**config.mk**
```make
export PLATFORM = sky130hd
export DESIGN_NAME = lj_frame_sequencer
export DESIGN_NICKNAME = d
export VERILOG_FILES = /design/src/rtl/lj_frame_sequencer.sv
export SDC_FILE = /design/constraint.sdc
export NUM_CORES = 1
export LEC_CHECK = 0
export BUFFER_PORTS_ARGS = -buffer_cell sky130_fd_sc_hd__buf_4
export CAP_MARGIN = 20
export CORE_ASPECT_RATIO = 0.6
export CORE_MARGIN = 3
export CORE_UTILIZATION = 45
export CTS_CLUSTER_SIZE = 20
export DETAILED_ROUTE_END_ITERATION = 7
export HOLD_SLACK_MARGIN = 0.05
export PLACE_DENSITY = 0.67
export SYNTH_ARGS = -nofsm -noshare
export SYNTH_HDL_FRONTEND = slang
export SYNTH_SLANG_ARGS = --single-unit
export TNS_END_PERCENT = 1
```
**constraint.sdc**
```tcl
create_clock -name bck -period 3 [get_ports bck]
set_clock_uncertainty 0.1 [all_clocks]
set_input_delay 0.6 -clock bck [delete_from_list [all_inputs] [get_ports bck]]
set_output_delay 0.6 -clock bck [all_outputs]
set_load 0.02 [all_outputs]
```
**src/rtl/lj_frame_sequencer.sv**
```systemverilog
`default_nettype none
// ============================================================================
// Module   : lj_frame_sequencer
// Brief    : Measures LRCK half-frames in BCK cycles, locks onto a 16/24/32
//            slot width and sequences the downstream 32LJ-to-16LJ converter.
// Revision : 1.0 - initial release
// ============================================================================
module lj_frame_sequencer #(
    parameter int LOCK_FRAMES = 4,
    parameter int MUTE_HOLD   = 2,
    parameter int CNT_W       = 7
) (
    input  logic             bck,
    input  logic             rst,
    input  logic             en,
    input  logic             lrck,
    output logic [CNT_W-1:0] slot_len,
    output logic [1:0]       fmt,
    output logic             locked,
    output logic             mute,
    output logic             conv_rst,
    output logic [4:0]       bit_idx,
    output logic [7:0]       err_cnt
);

    localparam int c_match_w = $clog2(2*LOCK_FRAMES + 1);
    localparam int c_hold_w  = $clog2(2*MUTE_HOLD + 2);

    localparam logic [c_match_w-1:0] c_match_goal = c_match_w'(2*LOCK_FRAMES);
    localparam logic [c_hold_w-1:0]  c_hold_goal  = c_hold_w'(2*MUTE_HOLD);
    localparam logic [CNT_W:0]       c_len16      = (CNT_W+1)'(16);
    localparam logic [CNT_W:0]       c_len24      = (CNT_W+1)'(24);
    localparam logic [CNT_W:0]       c_len32      = (CNT_W+1)'(32);

    localparam logic [2:0] c_st_idle    = 3'd0;
    localparam logic [2:0] c_st_search  = 3'd1;
    localparam logic [2:0] c_st_measure = 3'd2;
    localparam logic [2:0] c_st_verify  = 3'd3;
    localparam logic [2:0] c_st_locked  = 3'd4;

    logic [2:0]           r_state;
    logic                 r_lrck_d;
    logic [CNT_W-1:0]     r_cnt;
    logic [c_match_w-1:0] r_match;
    logic [1:0]           r_cand;
    logic [c_hold_w-1:0]  r_hold;

    logic                 w_edge;
    logic                 w_cnt_max;
    logic [CNT_W:0]       w_len;
    logic [CNT_W-1:0]     w_slot;
    logic [1:0]           w_class;
    logic                 w_valid;
    logic [CNT_W-1:0]     w_cnt_next;
    logic [4:0]           w_bit_next;
    logic [c_match_w-1:0] w_match_inc;
    logic [c_hold_w-1:0]  w_hold_inc;

    always_comb begin
        w_edge    = (lrck != r_lrck_d);
        w_cnt_max = (r_cnt == {CNT_W{1'b1}});
        // One extra bit so a saturated counter does not alias onto a valid length
        w_len     = {1'b0, r_cnt} + (CNT_W+1)'(1);
        w_slot    = w_len[CNT_W] ? {CNT_W{1'b1}} : w_len[CNT_W-1:0];
        case (w_len)
            c_len16: w_class = 2'b01;
            c_len24: w_class = 2'b10;
            c_len32: w_class = 2'b11;
            default: w_class = 2'b00;
        endcase
        w_valid     = (w_class != 2'b00);
        w_cnt_next  = w_edge ? '0 : (w_cnt_max ? r_cnt : r_cnt + CNT_W'(1));
        w_bit_next  = (w_cnt_next > CNT_W'(31)) ? 5'd31 : 5'(w_cnt_next);
        w_match_inc = r_match + c_match_w'(1);
        w_hold_inc  = r_hold + c_hold_w'(1);
    end

    always_ff @(posedge bck) begin
        if (rst) begin
            r_state  <= c_st_idle;
            r_lrck_d <= 1'b0;
            r_cnt    <= '0;
            r_match  <= '0;
            r_cand   <= 2'b00;
            r_hold   <= '0;
            slot_len <= '0;
            fmt      <= 2'b00;
            locked   <= 1'b0;
            mute     <= 1'b1;
            conv_rst <= 1'b0;
            bit_idx  <= 5'd0;
            err_cnt  <= 8'd0;
        end else begin
            // Edge detection and length measurement run regardless of state
            r_lrck_d <= lrck;
            r_cnt    <= w_cnt_next;
            conv_rst <= 1'b0;
            if (w_edge) begin
                slot_len <= w_slot;
            end

            if (!en) begin
                r_state <= c_st_idle;
                fmt     <= 2'b00;
                locked  <= 1'b0;
                r_match <= '0;
                r_hold  <= '0;
                bit_idx <= 5'd0;
                mute    <= 1'b1;
            end else begin
                case (r_state)
                    c_st_idle: begin
                        r_state <= c_st_search;
                    end
                    c_st_search: begin
                        if (w_edge) begin
                            r_state <= c_st_measure;
                        end
                    end
                    c_st_measure: begin
                        if (w_edge && w_valid) begin
                            r_state <= c_st_verify;
                            r_cand  <= w_class;
                            r_match <= c_match_w'(1);
                        end
                    end
                    c_st_verify: begin
                        if (w_edge) begin
                            if (!w_valid) begin
                                r_state <= c_st_measure;
                            end else if (w_class != r_cand) begin
                                r_cand  <= w_class;
                                r_match <= c_match_w'(1);
                            end else if (w_match_inc == c_match_goal) begin
                                r_state  <= c_st_locked;
                                r_match  <= w_match_inc;
                                fmt      <= r_cand;
                                locked   <= 1'b1;
                                r_hold   <= '0;
                                conv_rst <= 1'b1;
                                bit_idx  <= 5'd0;
                            end else begin
                                r_match <= w_match_inc;
                            end
                        end else if (w_cnt_max) begin
                            r_state <= c_st_measure;
                        end
                    end
                    c_st_locked: begin
                        if (w_edge && (w_class == fmt)) begin
                            if (r_hold != c_hold_goal) begin
                                r_hold <= w_hold_inc;
                            end
                            if (w_hold_inc >= c_hold_goal) begin
                                mute <= 1'b0;
                            end
                            bit_idx <= w_bit_next;
                        end else if (w_edge || w_cnt_max) begin
                            // Mismatching half or lost LRCK: count it and drop lock
                            if (err_cnt != 8'hFF) begin
                                err_cnt <= err_cnt + 8'd1;
                            end
                            locked  <= 1'b0;
                            fmt     <= 2'b00;
                            mute    <= 1'b1;
                            bit_idx <= 5'd0;
                            if (w_edge && w_valid) begin
                                r_state <= c_st_verify;
                                r_cand  <= w_class;
                                r_match <= c_match_w'(1);
                            end else begin
                                r_state <= c_st_measure;
                            end
                        end else begin
                            bit_idx <= w_bit_next;
                        end
                    end
                    default: begin
                        r_state <= c_st_idle;
                    end
                endcase
            end
        end
    end

endmodule
`default_nettype wire
```
==> impl_metrics.env <==
export IMPL_status="finished clean"
export IMPL_totalWireLength_um=6260
export IMPL_cts_tree="built"
export IMPL_final_hold_violation_count=0
export IMPL_start_util=0.496
export IMPL_hold_class="flop to flop"
export IMPL_reg2reg_depth=11
export IMPL_synth_commonest_cells="45 x dfxtp_1, 26 x nor2_1, 20 x a21oi_1, 20 x nand2_1, 14 x o21ai_0"
export IMPL_htreeDepth=2
export IMPL_cp_start_kind="flop"
export IMPL_grt_max_degree=25
export IMPL_post_route_drc_count=0
export IMPL_grt_overflow_total=0
export IMPL_core_area_um2=4870
export IMPL_cts_made_buffers=5
export IMPL_yosysWarnings=0
export IMPL_synthesis_nets=286
export IMPL_ys_types=61
export IMPL_syn_to_final_growth_pct=25.6
export IMPL_placedInstanceArea_um2=2860
export IMPL_drv_cap=0
export IMPL_ys_ff_latch=45
export IMPL_worstReg2RegEnd="err_cnt[6]"
export IMPL_root_buffer="clkbuf_8"
export IMPL_tightestPinTransition_ns=0.648
export IMPL_rsz0062_at_grt="yes"
export IMPL_swShare=0.238
export IMPL_drt_iter0_markers=248
export IMPL_antenna_left=0
export IMPL_num_antenna_cells=0
export IMPL_vias=2226
export IMPL_firstDrtPassIters=4
export IMPL_cts_clk_slew_worst_paths_ns=0.09
export IMPL_holdBufCountCts=0
export IMPL_setup_tns_final_ns=0
export IMPL_min_period_ns=2.97
export IMPL_synth_top_area_share=0.373
export IMPL_avgRoutedWirePerCell_um=16.2
export IMPL_end_kind="flop"
export IMPL_pwr_share_clk=0.397
export IMPL_path_class="flop to flop"
export IMPL_cts_buffer_depth=2
export IMPL_track_usage=0.199
export IMPL_synthCells=276
export IMPL_finalPower_mw=1.21
export IMPL_die_width_um=101
export IMPL_die_h_um=62.7
export IMPL_layout_drive_gt1_share=0.279
export IMPL_final_period_utilization=0.990
export IMPL_dpl_hpwl_um=4590
export IMPL_synth_most_common_cell="dfxtp_1"
export IMPL_powerDensity_nw_per_um2=398
export IMPL_yosysSeqAreaShare=0.373
export IMPL_critPathLaunch="r_cnt[0]"
export IMPL_viasPerCell=5.77
export IMPL_p_comb_frac=0.092
export IMPL_p_switching_mw=0.287
export IMPL_setup_violations=0
export IMPL_r2r_start="r_cnt[0]"
export IMPL_synthTopCellsByArea="dfxtp_1 37%, a21oi_1 4.1%, nor2_1 4.0%"
export IMPL_place_congestion=0.916
export IMPL_syn_area_um2=2410
export IMPL_synth_flop_cell="dfxtp_1"
export IMPL_clock_latency_ns=0.29
export IMPL_synth_edf_count=0
export IMPL_cp_required_ns=3.09
export IMPL_grt_pass1_wl_um=10000
export IMPL_row_count=19
export IMPL_die_area_um2=6310
export IMPL_final_nets=332
export IMPL_slew_headroom=0.563
export IMPL_final_util=0.623
export IMPL_synth_async_sr_flop_share=0
export IMPL_cts_setup_buffers=0
export IMPL_portBuffers=28
export IMPL_seq_power_share=0.511
export IMPL_place_inst=379
export IMPL_yosysTopAreaCell="dfxtp_1"
export IMPL_max_clock_freq_mhz=337
export IMPL_cp_arrival_ns=3.06
export IMPL_drv_slew=0
export IMPL_synth_area_per_cell_um2=8.75
export IMPL_irDropWorstVdd_v=0.000227
export IMPL_crit_path_end="err_cnt[6]"
export IMPL_p_int_mw=0.921
export IMPL_path_max_fanout=8
export IMPL_fill_cells=408
export IMPL_leakagePower_nw=1.16
export IMPL_r2r_setup_slack_ns=0.03
export IMPL_ios=29
export IMPL_final_cells=386
export IMPL_antenna_found_initial=0
export IMPL_cts_sinks=45
export IMPL_grt_pass1_vias=1997
export IMPL_design_area_um2=3030
==> flip-flops by register name, summed over array words and instances, names as in the netlist <==
name,cells
bit_idx,5
r_state,3
err_cnt,8
r_cnt,7
r_cand,2
slot_len,7
r_match,4
mute,1
r_hold,3
conv_rst,1
locked,1
fmt,2
r_lrck_d,1
==> through the flow <==
| stage | setup slack (ns) | hold WS [ns] |
|---|---|---|
| after global placement | 0.0550 | 0.345 |
| final | 0.0308 | 0.361 |
| after CTS | 0.00411 | 0.366 |
| after global routing | -0.0431 | 0.408 |
| after floorplan | 0.0154 | 0.353 |
| after detailed placement | -0.00829 | 0.354 |
==> placed cells by master (no fill, tap or decap), types with 3 or more instances in the layout <==
cell type,synthesis,final
a211oi_1,5,4
ha_1,6,5
and2_1,4,4
dfxtp_1,45,42
a31o_2,5,5
clkbuf_8,0,6
a22o_1,3,3
xor2_1,4,4
buf_4,1,48
nand2b_1,4,4
or3_1,3,3
nand4_1,5,5
nor3_1,11,11
and3_1,7,6
o21ai_0,14,13
mux2_2,3,3
inv_1,7,7
nor2b_1,5,5
a32o_1,3,3
nand3_1,9,9
o221a_2,5,5
nand2_1,20,20
xnor2_1,8,8
a21oi_1,20,19
nor2_1,26,26
==> layout make-up <==
type,count,area [um2],area share
Clock buffer,7,86.3,0.0285
Clock inverter,1,30.0,0.00990
Inverter,8,30.0,0.00990
Multi-Input combinational cell,211,1500,0.494
Sequential cell,45,907,0.299
Tap cell,63,78.8,0.0260
Timing Repair Buffer,51,403,0.133
==> power by group through the flow <==
stage / Combinational [mW] / Sequential [mW] / Clock (mW)
global placement: 0.105 / 0.629 / 0
CTS: 0.107 / 0.616 / 0.486
detailed placement: 0.107 / 0.630 / 0
finish: 0.111 / 0.617 / 0.479
global route: 0.120 / 0.619 / 0.510
floorplan: 0.0572 / 0.637 / 0
==> critical path, stage by stage (launching register included) <==
cell	delay, ns
dfxtp_4	0.37
ha_4	0.18
and3_4	0.16
and3_4	0.17
or4_4	0.49
a21oi_4	0.19
buf_12	0.13
mux2i_4	0.38
a211oi_4	0.12
buf_6	0.17
nand3_1	0.09
mux2_2	0.33
==> layer usage <==
| metal | vias up | wire [um] | global-route usage |
|---|---|---|---|
| li1 | 1109 | - | - |
| met5 | - | 0 | 0 |
| met1 | 1050 | 3310 | 0.321 |
| met2 | 63 | 2520 | 0.256 |
| met3 | 4 | 392 | 0.0502 |
| met4 | 0 | 40 | 0.0454 |
==> worst min-delay path by stage <==
stage | start | endpoint | slack, ns | depth (start not counted)
2_1_floorplan | r_cand[0] | fmt[0] | 0.35 | 2
3_3_place_gp | slot_len[5] | slot_len[5] | 0.34 | 2
3_5_place_dp | slot_len[5] | slot_len[5] | 0.35 | 2
4_1_cts | slot_len[5] | slot_len[5] | 0.37 | 2
5_1_grt | slot_len[5] | slot_len[5] | 0.41 | 2
6_report | slot_len[5] | slot_len[5] | 0.36 | 2
==> cells by family (layout without fill, tap and decap cells) <==
group / Yosys count / after routing / synth area share
simple gates: 110 / 110 / 0.251
compound gates: 75 / 75 / 0.225
flops: 45 / 45 / 0.373
buf+inv: 20 / 67 / 0.0368
xor+xnor: 13 / 13 / 0.0503
mux: 7 / 7 / 0.0326
fa+ha+maj: 6 / 6 / 0.0311
==> what timing repair did <==
action	in CTS	in global routing
gates resized for setup	1	16
pin swaps	0	4
endpoints found under the setup margin	1	18
(Power assumes the default switching activity.)
